`config.mk`:
```
export PLATFORM = sky130hd
export DESIGN_NAME = can_tx_scheduler
export DESIGN_NICKNAME = d
export VERILOG_FILES = /design/src/rtl/can_pkg.sv /design/src/rtl/can_prio_select.sv /design/src/rtl/can_tx_scheduler.sv
export SDC_FILE = /design/constraint.sdc
export NUM_CORES = 1
export LEC_CHECK = 0
export BUFFER_PORTS_ARGS = -buffer_cell sky130_fd_sc_hd__buf_2
export CORE_MARGIN = 10
export CORE_UTILIZATION = 60
export CTS_CLUSTER_SIZE = 16
export DETAILED_ROUTE_END_ITERATION = 7
export PLACE_DENSITY = 0.85
export SYNTH_ARGS = -nofsm -noshare
export SYNTH_HDL_FRONTEND = slang
export SYNTH_SLANG_ARGS = --single-unit
```
`constraint.sdc`:
```
create_clock -name clk -period 18.9 [get_ports clk]
set_input_delay 0.945 -clock clk [delete_from_list [all_inputs] [get_ports clk]]
set_output_delay 0.945 -clock clk [all_outputs]
set_load 0.005 [all_outputs]
```
`src/rtl/can_pkg.sv`:
```
// Shared CAN controller definitions: default field widths and the transmit scheduler state type.
package can_pkg;

  localparam int unsigned CAN_ID_W   = 11;
  localparam int unsigned CAN_DATA_W = 64;

  typedef enum logic [1:0] {
    StIdle,
    StSelect,
    StLaunch,
    StWait
  } sched_state_e;

endpackage

```
`src/rtl/can_prio_select.sv`:
```
// Combinational CAN priority reduction: lowest identifier among pending mailboxes wins,
// ties go to the lowest mailbox index.
module can_prio_select
  import can_pkg::*;
#(
  parameter int unsigned NUM_MB = 4,
  parameter int unsigned ID_W   = CAN_ID_W,
  parameter int unsigned IDX_W  = 2
) (
  input  logic [NUM_MB-1:0]           pending,
  input  logic [NUM_MB-1:0][ID_W-1:0] ids,
  output logic [IDX_W-1:0]            win_idx,
  output logic                        win_valid
);

  logic [ID_W-1:0] best_id;

  always_comb begin
    win_idx   = '0;
    win_valid = 1'b0;
    best_id   = '0;
    // Strict less-than keeps the earlier (lower) index on equal identifiers.
    for (int i = 0; i < NUM_MB; i++) begin
      if (pending[i] && (!win_valid || ids[i] < best_id)) begin
        win_idx   = IDX_W'(i);
        win_valid = 1'b1;
        best_id   = ids[i];
      end
    end
  end

endmodule

```
`src/rtl/can_tx_scheduler.sv`:
```
// CAN transmit mailbox scheduler: priority launch, arbitration-loss requeue, abort and completion
// reporting. Define CAN_TX_SCHED_RETRY_LIMIT_EN to drop frames after RETRY_MAX arbitration losses.
module can_tx_scheduler
  import can_pkg::*;
#(
  parameter int unsigned NUM_MB    = 4,
  parameter int unsigned ID_W      = CAN_ID_W,
  parameter int unsigned DATA_W    = CAN_DATA_W,
  parameter int unsigned RETRY_MAX = 15
) (
  input  logic              clk,
  input  logic              RESET,
  input  logic              wr_en,
  input  logic [2:0]        wr_idx,
  input  logic [ID_W-1:0]   wr_id,
  input  logic [DATA_W-1:0] wr_data,
  input  logic [NUM_MB-1:0] abort,
  input  logic              tx_busy,
  input  logic              tx_done,
  input  logic              tx_arb_lost,
  output logic              tx_start,
  output logic [ID_W-1:0]   tx_id,
  output logic [DATA_W-1:0] tx_data,
  output logic [NUM_MB-1:0] mb_pending,
  output logic              done_valid,
  output logic [2:0]        done_idx,
  output logic              done_ok
);

  localparam int unsigned IDX_W = $clog2(NUM_MB);

  if (NUM_MB < 2 || NUM_MB > 8 || RETRY_MAX > 15) begin : g_bad_params
    $error("can_tx_scheduler: NUM_MB must be 2..8 and RETRY_MAX at most 15");
  end

  sched_state_e                  state_q, state_d;
  logic [NUM_MB-1:0][ID_W-1:0]   id_q, id_d;
  logic [NUM_MB-1:0][DATA_W-1:0] data_q, data_d;
  logic [NUM_MB-1:0]             pend_q, pend_d, rpt_q, rpt_d;
  logic [IDX_W-1:0]              cur_q, cur_d;
  logic                          cur_abort_q, cur_abort_d;
  logic                          miss_q, miss_d;
  logic                          sh_valid_q, sh_valid_d;
  logic [ID_W-1:0]               sh_id_q, sh_id_d;
  logic [DATA_W-1:0]             sh_data_q, sh_data_d;
  logic [ID_W-1:0]               tx_id_q, tx_id_d;
  logic [DATA_W-1:0]             tx_data_q, tx_data_d;
  logic                          done_valid_q, done_valid_d;
  logic                          done_ok_q, done_ok_d;
  logic [IDX_W-1:0]              done_idx_q, done_idx_d;
`ifdef CAN_TX_SCHED_RETRY_LIMIT_EN
  logic [NUM_MB-1:0][3:0]        retry_q, retry_d;
`endif

  logic [IDX_W-1:0]  sel_idx, act_idx, wr_sel, pick;
  logic              sel_valid, active, in_flight, wr_ok, wr_act;
  logic              fin, fin_ok, retry_drop, abort_cur;
  logic [NUM_MB-1:0] sel_mask, abort_hit, queue;

  // A mailbox being aborted this cycle is not eligible for selection.
  assign sel_mask  = pend_q & ~abort;
  assign in_flight = (state_q == StLaunch) || (state_q == StWait);
  assign active    = in_flight || ((state_q == StSelect) && sel_valid);
  assign act_idx   = (state_q == StSelect) ? sel_idx : cur_q;
  assign wr_ok     = wr_en && (32'(wr_idx) < NUM_MB);
  assign wr_sel    = wr_idx[IDX_W-1:0];
  assign wr_act    = wr_ok && active && (wr_sel == act_idx);

  can_prio_select #(
    .NUM_MB(NUM_MB),
    .ID_W  (ID_W),
    .IDX_W (IDX_W)
  ) u_prio_select (
    .pending  (sel_mask),
    .ids      (id_q),
    .win_idx  (sel_idx),
    .win_valid(sel_valid)
  );

  always_comb begin
    state_d      = state_q;
    id_d         = id_q;
    data_d       = data_q;
    pend_d       = pend_q;
    rpt_d        = rpt_q;
    cur_d        = cur_q;
    cur_abort_d  = cur_abort_q;
    miss_d       = miss_q;
    sh_valid_d   = sh_valid_q;
    sh_id_d      = sh_id_q;
    sh_data_d    = sh_data_q;
    tx_id_d      = tx_id_q;
    tx_data_d    = tx_data_q;
    done_valid_d = 1'b0;
    done_idx_d   = done_idx_q;
    done_ok_d    = done_ok_q;
    fin          = 1'b0;
    fin_ok       = 1'b0;
    retry_drop   = 1'b0;
    pick         = '0;
    abort_hit    = '0;
    queue        = '0;
`ifdef CAN_TX_SCHED_RETRY_LIMIT_EN
    retry_d      = retry_q;
`endif

    for (int i = 0; i < NUM_MB; i++) begin
      if (abort[i] && pend_q[i] && !(active && (IDX_W'(i) == act_idx)) &&
          !(wr_ok && (IDX_W'(i) == wr_sel))) begin
        abort_hit[i] = 1'b1;
      end
    end
    abort_cur = in_flight && abort[cur_q] && !wr_act;

    // A write stalled during the previous frame lands once the scheduler is back in idle.
    if (state_q == StIdle && sh_valid_q) begin
      id_d[cur_q]   = sh_id_q;
      data_d[cur_q] = sh_data_q;
      pend_d[cur_q] = 1'b1;
      sh_valid_d    = 1'b0;
`ifdef CAN_TX_SCHED_RETRY_LIMIT_EN
      retry_d[cur_q] = '0;
`endif
    end

    unique case (state_q)
      StIdle: begin
        if (|pend_q && !tx_busy) state_d = StSelect;
      end
      StSelect: begin
        if (sel_valid) begin
          cur_d       = sel_idx;
          tx_id_d     = id_q[sel_idx];
          tx_data_d   = data_q[sel_idx];
          cur_abort_d = 1'b0;
          state_d     = StLaunch;
        end else begin
          state_d = StIdle;
        end
      end
      StLaunch: begin
        miss_d      = 1'b0;
        cur_abort_d = cur_abort_q | abort_cur;
        state_d     = StWait;
      end
      StWait: begin
        cur_abort_d = cur_abort_q | abort_cur;
        if (tx_done) begin
          fin           = 1'b1;
          fin_ok        = 1'b1;
          pend_d[cur_q] = 1'b0;
          state_d       = StIdle;
        end else if (tx_arb_lost || (miss_q && !tx_busy)) begin
          state_d = StIdle;
`ifdef CAN_TX_SCHED_RETRY_LIMIT_EN
          if (32'(retry_q[cur_q]) + 32'd1 >= RETRY_MAX) retry_drop = 1'b1;
          else retry_d[cur_q] = retry_q[cur_q] + 4'd1;
`endif
          if (cur_abort_q || abort_cur || retry_drop) begin
            fin           = 1'b1;
            pend_d[cur_q] = 1'b0;
          end
        end else begin
          miss_d = !tx_busy;
        end
      end
      default: state_d = StIdle;
    endcase

    // Frame completions report directly; abort reports queue and drain lowest index first.
    pend_d = pend_d & ~abort_hit;
    queue  = rpt_q | abort_hit;
    rpt_d  = queue;
    if (fin) begin
      done_valid_d = 1'b1;
      done_idx_d   = cur_q;
      done_ok_d    = fin_ok;
    end else if (|queue) begin
      for (int i = int'(NUM_MB) - 1; i >= 0; i--) begin
        if (queue[i]) pick = IDX_W'(i);
      end
      rpt_d[pick]  = 1'b0;
      done_valid_d = 1'b1;
      done_idx_d   = pick;
      done_ok_d    = 1'b0;
    end

    if (wr_ok) begin
      if (wr_act) begin
        sh_valid_d = 1'b1;
        sh_id_d    = wr_id;
        sh_data_d  = wr_data;
      end else begin
        id_d[wr_sel]   = wr_id;
        data_d[wr_sel] = wr_data;
        pend_d[wr_sel] = 1'b1;
`ifdef CAN_TX_SCHED_RETRY_LIMIT_EN
        retry_d[wr_sel] = '0;
`endif
      end
    end
  end

  always_ff @(posedge clk) begin
    if (RESET) begin
      state_q      <= StIdle;
      id_q         <= '0;
      data_q       <= '0;
      pend_q       <= '0;
      rpt_q        <= '0;
      cur_q        <= '0;
      cur_abort_q  <= 1'b0;
      miss_q       <= 1'b0;
      sh_valid_q   <= 1'b0;
      sh_id_q      <= '0;
      sh_data_q    <= '0;
      tx_id_q      <= '0;
      tx_data_q    <= '0;
      done_valid_q <= 1'b0;
      done_idx_q   <= '0;
      done_ok_q    <= 1'b0;
`ifdef CAN_TX_SCHED_RETRY_LIMIT_EN
      retry_q      <= '0;
`endif
    end else begin
      state_q      <= state_d;
      id_q         <= id_d;
      data_q       <= data_d;
      pend_q       <= pend_d;
      rpt_q        <= rpt_d;
      cur_q        <= cur_d;
      cur_abort_q  <= cur_abort_d;
      miss_q       <= miss_d;
      sh_valid_q   <= sh_valid_d;
      sh_id_q      <= sh_id_d;
      sh_data_q    <= sh_data_d;
      tx_id_q      <= tx_id_d;
      tx_data_q    <= tx_data_d;
      done_valid_q <= done_valid_d;
      done_idx_q   <= done_idx_d;
      done_ok_q    <= done_ok_d;
`ifdef CAN_TX_SCHED_RETRY_LIMIT_EN
      retry_q      <= retry_d;
`endif
    end
  end

  assign tx_start   = (state_q == StLaunch);
  assign tx_id      = tx_id_q;
  assign tx_data    = tx_data_q;
  assign mb_pending = pend_q;
  assign done_valid = done_valid_q;
  assign done_idx   = 3'(done_idx_q);
  assign done_ok    = done_ok_q;

endmodule
```
Word-level counts from Yosys, hierarchy flattened:

Cells that the tools add are included.

* register bits after elaboration: 469
* latch bits: 0
* bits in writable memories: 0
* ROM bits: 0
* bits of input ports: 88
* output and inout port bits: 85
* logic and storage cells: 214
* memories: 0

* $add $sub $neg: 0
* multiply operators: 0
* div/mod/pow operators: 0
* $lt $le $gt $ge: 11
* equal/unequal tests: 15
* shift operators: 0
* mux-type cells: 85
* bitwise operators: 12
* reductions and logical operators: 69

Operators by type and width (count)
* $mux W256: 3
* $bwmux W256: 2
* $demux W64 S2: 2
* $mux W64: 3
* $mux W44: 3
* $bmux W64 S2: 1
* $bwmux W44: 2
* $mux W11: 6
* $demux W11 S2: 2
* $mux W4: 9
* $logic_and A1 B1 Y1: 35
* $lt A11 B11 Y1: 3
* $mux W2: 15
* $mux W1: 29
* $bmux W11 S2: 1
* $and A4 B4 Y4: 4
* $not A4 Y4: 4
* $logic_not A1 Y1: 13
* $lt A2 B3 Y1 const B: 4
* $or A4 B4 Y4: 3
* $eq A2 B2 Y1 const A: 4
* $pmux W2 S4: 1
* $reduce_and A2 Y1: 4
* $reduce_or A4 Y1: 2
* 18 further kinds: 37

Longest topological paths before layout:

* depth in word-level cells: 37
* gate-level depth with buffers: 37
* depth with buffers taken out: 28

By module:

From an unflattened synthesis, not the netlist that was laid out.

* cells, all modules: 2363
* area, all modules: 22107.5 um2

By module, submodules not included
* can_tx_scheduler: instances 1, cells each 2222, area an instance 21023.9 um2, seq. area each 9389.0 um2
* can_prio_select: instances 1, cells each 141, area an instance 1083.5 um2, seq. area each 0.0 um2

Worst setup path before layout:

OpenSTA, ideal clock, no wires.

* kind: input-to-reg
* start point: in abort[0]
* end point: reg data_q[231] (netlist name)
* setup time: 0.146 ns
* data arrival time: 8.609 ns
* required time: 18.754 ns
* setup slack: 10.145 ns
* stages: 37
* buffers on the path: 10
* cell sequence: nor2b_1 > clkbuf_1 > nand2_1 > ha_1 > nand4_1 > o2111ai_2 > a2111o_1 > nand2_1 > clkbuf_1 > clkbuf_1 > a22oi_1 > ha_1 > nand4_1 > a2111oi_0 > and3_1 > o21ai_1 > o21ai_1 > clkbuf_1 > clkbuf_1 > buf_1 > a21o_1 > ha_1 > a211o_1 > a211o_1 > a211oi_1 > a221oi_1 > o211a_1 > o21ba_2 > mux2_1 > o211ai_2 > buf_4 > nand2b_1 > buf_2 > buf_4 > buf_2 > nor2_1 > a211oi_2

* word-level cells in the longest chain between the ends: 21
* elaborated cells between the ends (all ways): 32
* those cells by class: 3 x order compare; 1 x eq/ne; 13 x mux; 2 x bitwise; 13 x reduce/logical

RTL lines
* start: declaration: line can_tx_scheduler.sv:17 `input logic [NUM_MB-1:0] abort,`
* $not A4 Y4 (*): line can_tx_scheduler.sv:61 `assign sel_mask = pend_q & ~abort;`
* $and A4 B4 Y4 (*): line can_tx_scheduler.sv:61
* parallel branches: the longest is 16 deep, another holds $lt A11 B11 Y1
* $logic_and A1 B1 Y1 (*): line can_tx_scheduler.sv:67 `assign wr_act = wr_ok && active && (wr_sel == act_idx);`
* $mux W256 (*): line can_tx_scheduler.sv:189 `if (wr_act) begin`
* $mux W256 (*): line can_tx_scheduler.sv:188 `if (wr_ok) begin`
* end signal: assignment: line can_tx_scheduler.sv:228 `data_q <= data_d;`
* end: declaration: line can_tx_scheduler.sv:38 `logic [NUM_MB-1:0][DATA_W-1:0] data_q, data_d;`

Every way passes the cells marked *.
A chain may end at the register's enable or synchronous reset.

Worst setup path in the final report:

* start point: reg pend_q[0] (netlist: mb_pending[0])
* end point: reg data_q[236] (netlist name)

* word-level cells in the longest chain between the ends: 20
* elaborated cells between the ends (all ways): 31
* those cells by class: 3 x order compare; 1 x eq/ne; 13 x mux; 1 x bitwise; 13 x reduce/logical

RTL lines
* start: declaration: line can_tx_scheduler.sv:39 `logic [NUM_MB-1:0] pend_q, pend_d, rpt_q, rpt_d;`
* start signal: assignment: line can_tx_scheduler.sv:229 `pend_q <= pend_d;`
* $and A4 B4 Y4 (*): line can_tx_scheduler.sv:61
* parallel branches: the longest is 16 deep, another holds $lt A11 B11 Y1
* $logic_and A1 B1 Y1 (*): line can_tx_scheduler.sv:67
* $mux W256 (*): line can_tx_scheduler.sv:189
* $mux W256 (*): line can_tx_scheduler.sv:188

Marks and branches as above.

==> results.md <==
- Status: completed
- Die Height: 218.2 um
- Share of power burned in registers: 46.9%
- Setup slack, reg-to-reg: 5.29 ns
- Cell mode on critical path: buf_4
- Placer Congestion: 0.9661
- Num Clock Sinks: 469
- Syn Nets: 2848
- Data required, critical path: just under 20 ns
- Fin crit period: 13.61 ns
- Post-Syn Area: 23570 um2
- Slew HR: 14.30%
- R2R Path End: data_q[236]
- Synth Area in Simple Gates: between 10% and 20%
- Max Freq: approximately 73 MHz
- Final setup TNS: 0 ns
- R2R depth: 34
- Largest family of logic cells by synthesized area: compound AO/OA/AOI/OAI gates
- CTS buffer count: 48
- DRC viols: 0
- Area share of the largest cell type after synthesis: roughly 40%
- Nets@finish: 2841
- DR pass1 iterations: 6
- Avg WL per Cell: around 22 um
- Logic pwr share: ~7.3%
- Async S/R FF share, synth: 0%
- XOR/XNOR Fraction of Synth Area: 0.03716%
- Max-capacitance violation count: 0
- Post-Synth Adder-Cell Area: 1.593%
- Placed instance area: 24200 um2
- Cell taking the most area after synthesis: dfxtp_1
- Clock power share: 45.8%
- Number of global-route vias before repair: 20970
- 1st-iter DRT viols: 2358
- Cell area after layout: 25890 um2
- R2R Path Start: mb_pending[0]
- Net switching power figure: around 530 uW
- Largest net degree at the start of global routing: about 120
- Total global-route track usage: around 29%
- Hold_ws: 0.4799 ns
- Compound-Gate Fraction of Synth Area: 25.31%
- Post-Synthesis Cells: 2730
- Min-Delay Endpoint: miss_q
- Routed Antenna Nets: 0
- Synth area leaders: dfxtp_1 40%, mux2i_1 9.6%, nor2_1 8.8%
- Core ar.: just under 40000 um2
- Overflow after GRT: 0
- Initial antenna violation count: 11
- Htree depth: 2
- Register bit count reported by yosys: 469
- Avg Inst Size Synth: 8.633 um2
- Clk_skew: between 0.01 and 0.015 ns
- Hold crit path type: flop to flop
- Worst setup EP type: flop
- # setup viols final: 0
- Clock Latency Late Sink: 0.59 ns
- Max stage delay on crit path: approximately 0.95 ns
- IO Port Bufs: 171
- Min-delay src: miss_q
- Setup CP Type: flop to flop
- Worst vdd ir: roughly 0.074 mV
- Site Rows: 72
- Worst path slowest cell: buf_4
- Die X: 218.2 um
- Sw frac: about a quarter
- Clk buf depth: 3
- Startpoint Class: flop
- Hold Vio Cnt, Final: 0
- Clock transition at path regs: 0.06 ns
- Root Buffer: clkbuf_16
- First-pass GRT wire length: between 100000 and 150000 um
- Routed vias: ~21000
- Initial core utilization: 60.84%
- Leakage: 10.07 nW
- Ys Warns: 0
- Post-synth top flop: dfxtp_1
- Mux cell area share after synthesis: between 9 and 10%
- Fin util: 66.84%
- Die area: 47610 um2
- Layout area overhead: 9.869%
- Critical Path Fanout Max: 88
- Power density cells: 85.05 nW/um2
- Layout cells sized above 1: 18.51%
- Quantity of gates resized following cts: 0
- CP arrival: 14.03 ns
- # IOs: ~170
- CTS tree: built
- Sequential fraction of the synthesis area: 39.84%
- CTS Hold Buffers Added: 0
- Max Slew Vio Count: 0
- RSZ-0062 raised after global routing: no
- Post-CTS Setup Inserts: 0
- Fin crit share: 72.02%
- Post-synth cell types: 68
- Via/cell ratio: 6.549
- WHS Path Cells: 2
- Hpwl dp: 42920 um
- Post-synth EDFFs: 0
- Routed wire length: 71140 um
- Internal Power: around 1.7 mW
- Worst-Margin Slew: 1.285 ns
-- power by group through the flow --
stage          combinational (mW)  sequential, mW  clock (mW)
5_1_grt                     0.173            1.03        1.05
4_1_cts                     0.157            1.03        1.01
6_report                    0.160            1.03        1.01
2_1_floorplan               0.109            1.05           0
3_5_place_dp                0.156            1.05           0
3_3_place_gp                0.151            1.05           0
-- per-layer routing --
metal	vias up	global-route usage, %	routed length [um]
met5	-	0	90
met1	10344	36.19	28200
met4	12	13.31	2526
li1	9750	-	-
met2	1187	46.42	33600
met3	206	5.152	6730
-- synth_stat cells, drive strengths merged, types with 12 or more instances --
master    n
buf      62
nor2    554
mux2i   226
a21oi    98
a311oi  225
ha       30
o21ai    14
clkbuf  193
a21o     12
nand2   490
dfxtp   469
nand2b   13
a211oi  229
-- metrics by stage --
| stage | power (mW) | std cells | setup WS, ns |
|---|---|---|---|
| 2_1_floorplan | 1.156 | 2730 | 10.15 |
| 3_3_place_gp | 1.203 | 3191 | 5.530 |
| 3_5_place_dp | 1.209 | 3191 | 5.146 |
| 4_1_cts | 2.201 | 3279 | 5.658 |
| 5_1_grt | 2.261 | 3282 | 4.722 |
| 6_report | 2.202 | 3283 | 5.288 |
-- flip-flops by register name, summed over array words and instances, names as in the netlist, named ones only --
register	flops
rpt_q	4
sh_valid_q	1
done_valid	1
done_idx_q	2
mb_pending	4
sh_data_q	64
done_ok	1
cur_abort_q	1
state_q	1
data_q	256
tx_id	11
tx_data	64
id_q	44
sh_id_q	11
miss_q	1
cur_q	2
-- layout make-up --
cell class	instances	area, um2
clock inverter	22	274.0
clock buffer	66	1410
timing repair buffer	198	1069
antenna	4	10.01
sequential	469	9389
tap	518	648.1
inverter	9	33.78
fill	3000	12840
multi-input combinational	1997	13060
-- worst max path at each step --
| stage | slack (ns) | to | startpoint |
|---|---|---|---|
| after floorplan | 10.15 | data_q[231] | abort[0] |
| after global routing | 4.72 | data_q[236] | mb_pending[0] |
| final | 5.29 | data_q[236] | mb_pending[0] |
| after detailed placement | 5.15 | data_q[224] | abort[0] |
| after global placement | 5.53 | data_q[224] | abort[0] |
| after CTS | 5.66 | data_q[242] | mb_pending[0] |
-- layout by cell type, fill, tap and decap left out, types with 11 or more instances in the layout --
| cell type | instances |
|---|---|
| nand2_1 | 488 |
| o21ai_0 | 11 |
| clkinv_2 | 12 |
| nand2b_1 | 11 |
| a211oi_1 | 91 |
| a211oi_2 | 138 |
| a311oi_1 | 156 |
| dfxtp_1 | 469 |
| buf_2 | 170 |
| nor2_1 | 552 |
| a311oi_2 | 69 |
| clkbuf_16 | 49 |
| a21oi_1 | 97 |
| a21o_1 | 12 |
| mux2i_1 | 226 |
| clkbuf_8 | 12 |
| buf_4 | 27 |
| ha_1 | 30 |
-- cells by family (layout without fill, tap and decap cells) --
kind of cell	after synthesis	after routing
AO/OA/AOI/OAI	632	632
XOR/XNOR	1	1
adder cells (fa/ha/maj)	30	30
buffers and inverters	264	295
flip-flops	469	469
multiplexers	228	228
other	1	5
AND/OR/NAND/NOR	1105	1105
-- worst max-delay path, delay by kind of cell, from the launching register on --
kind            cells  cell delay, ns
buf+inv             6            4.71
flops               1            0.51
simple gates        9            2.91
mux                 1            0.35
fa+ha+maj           3            1.03
compound gates     15            3.70
(Power assumes the default switching activity.)
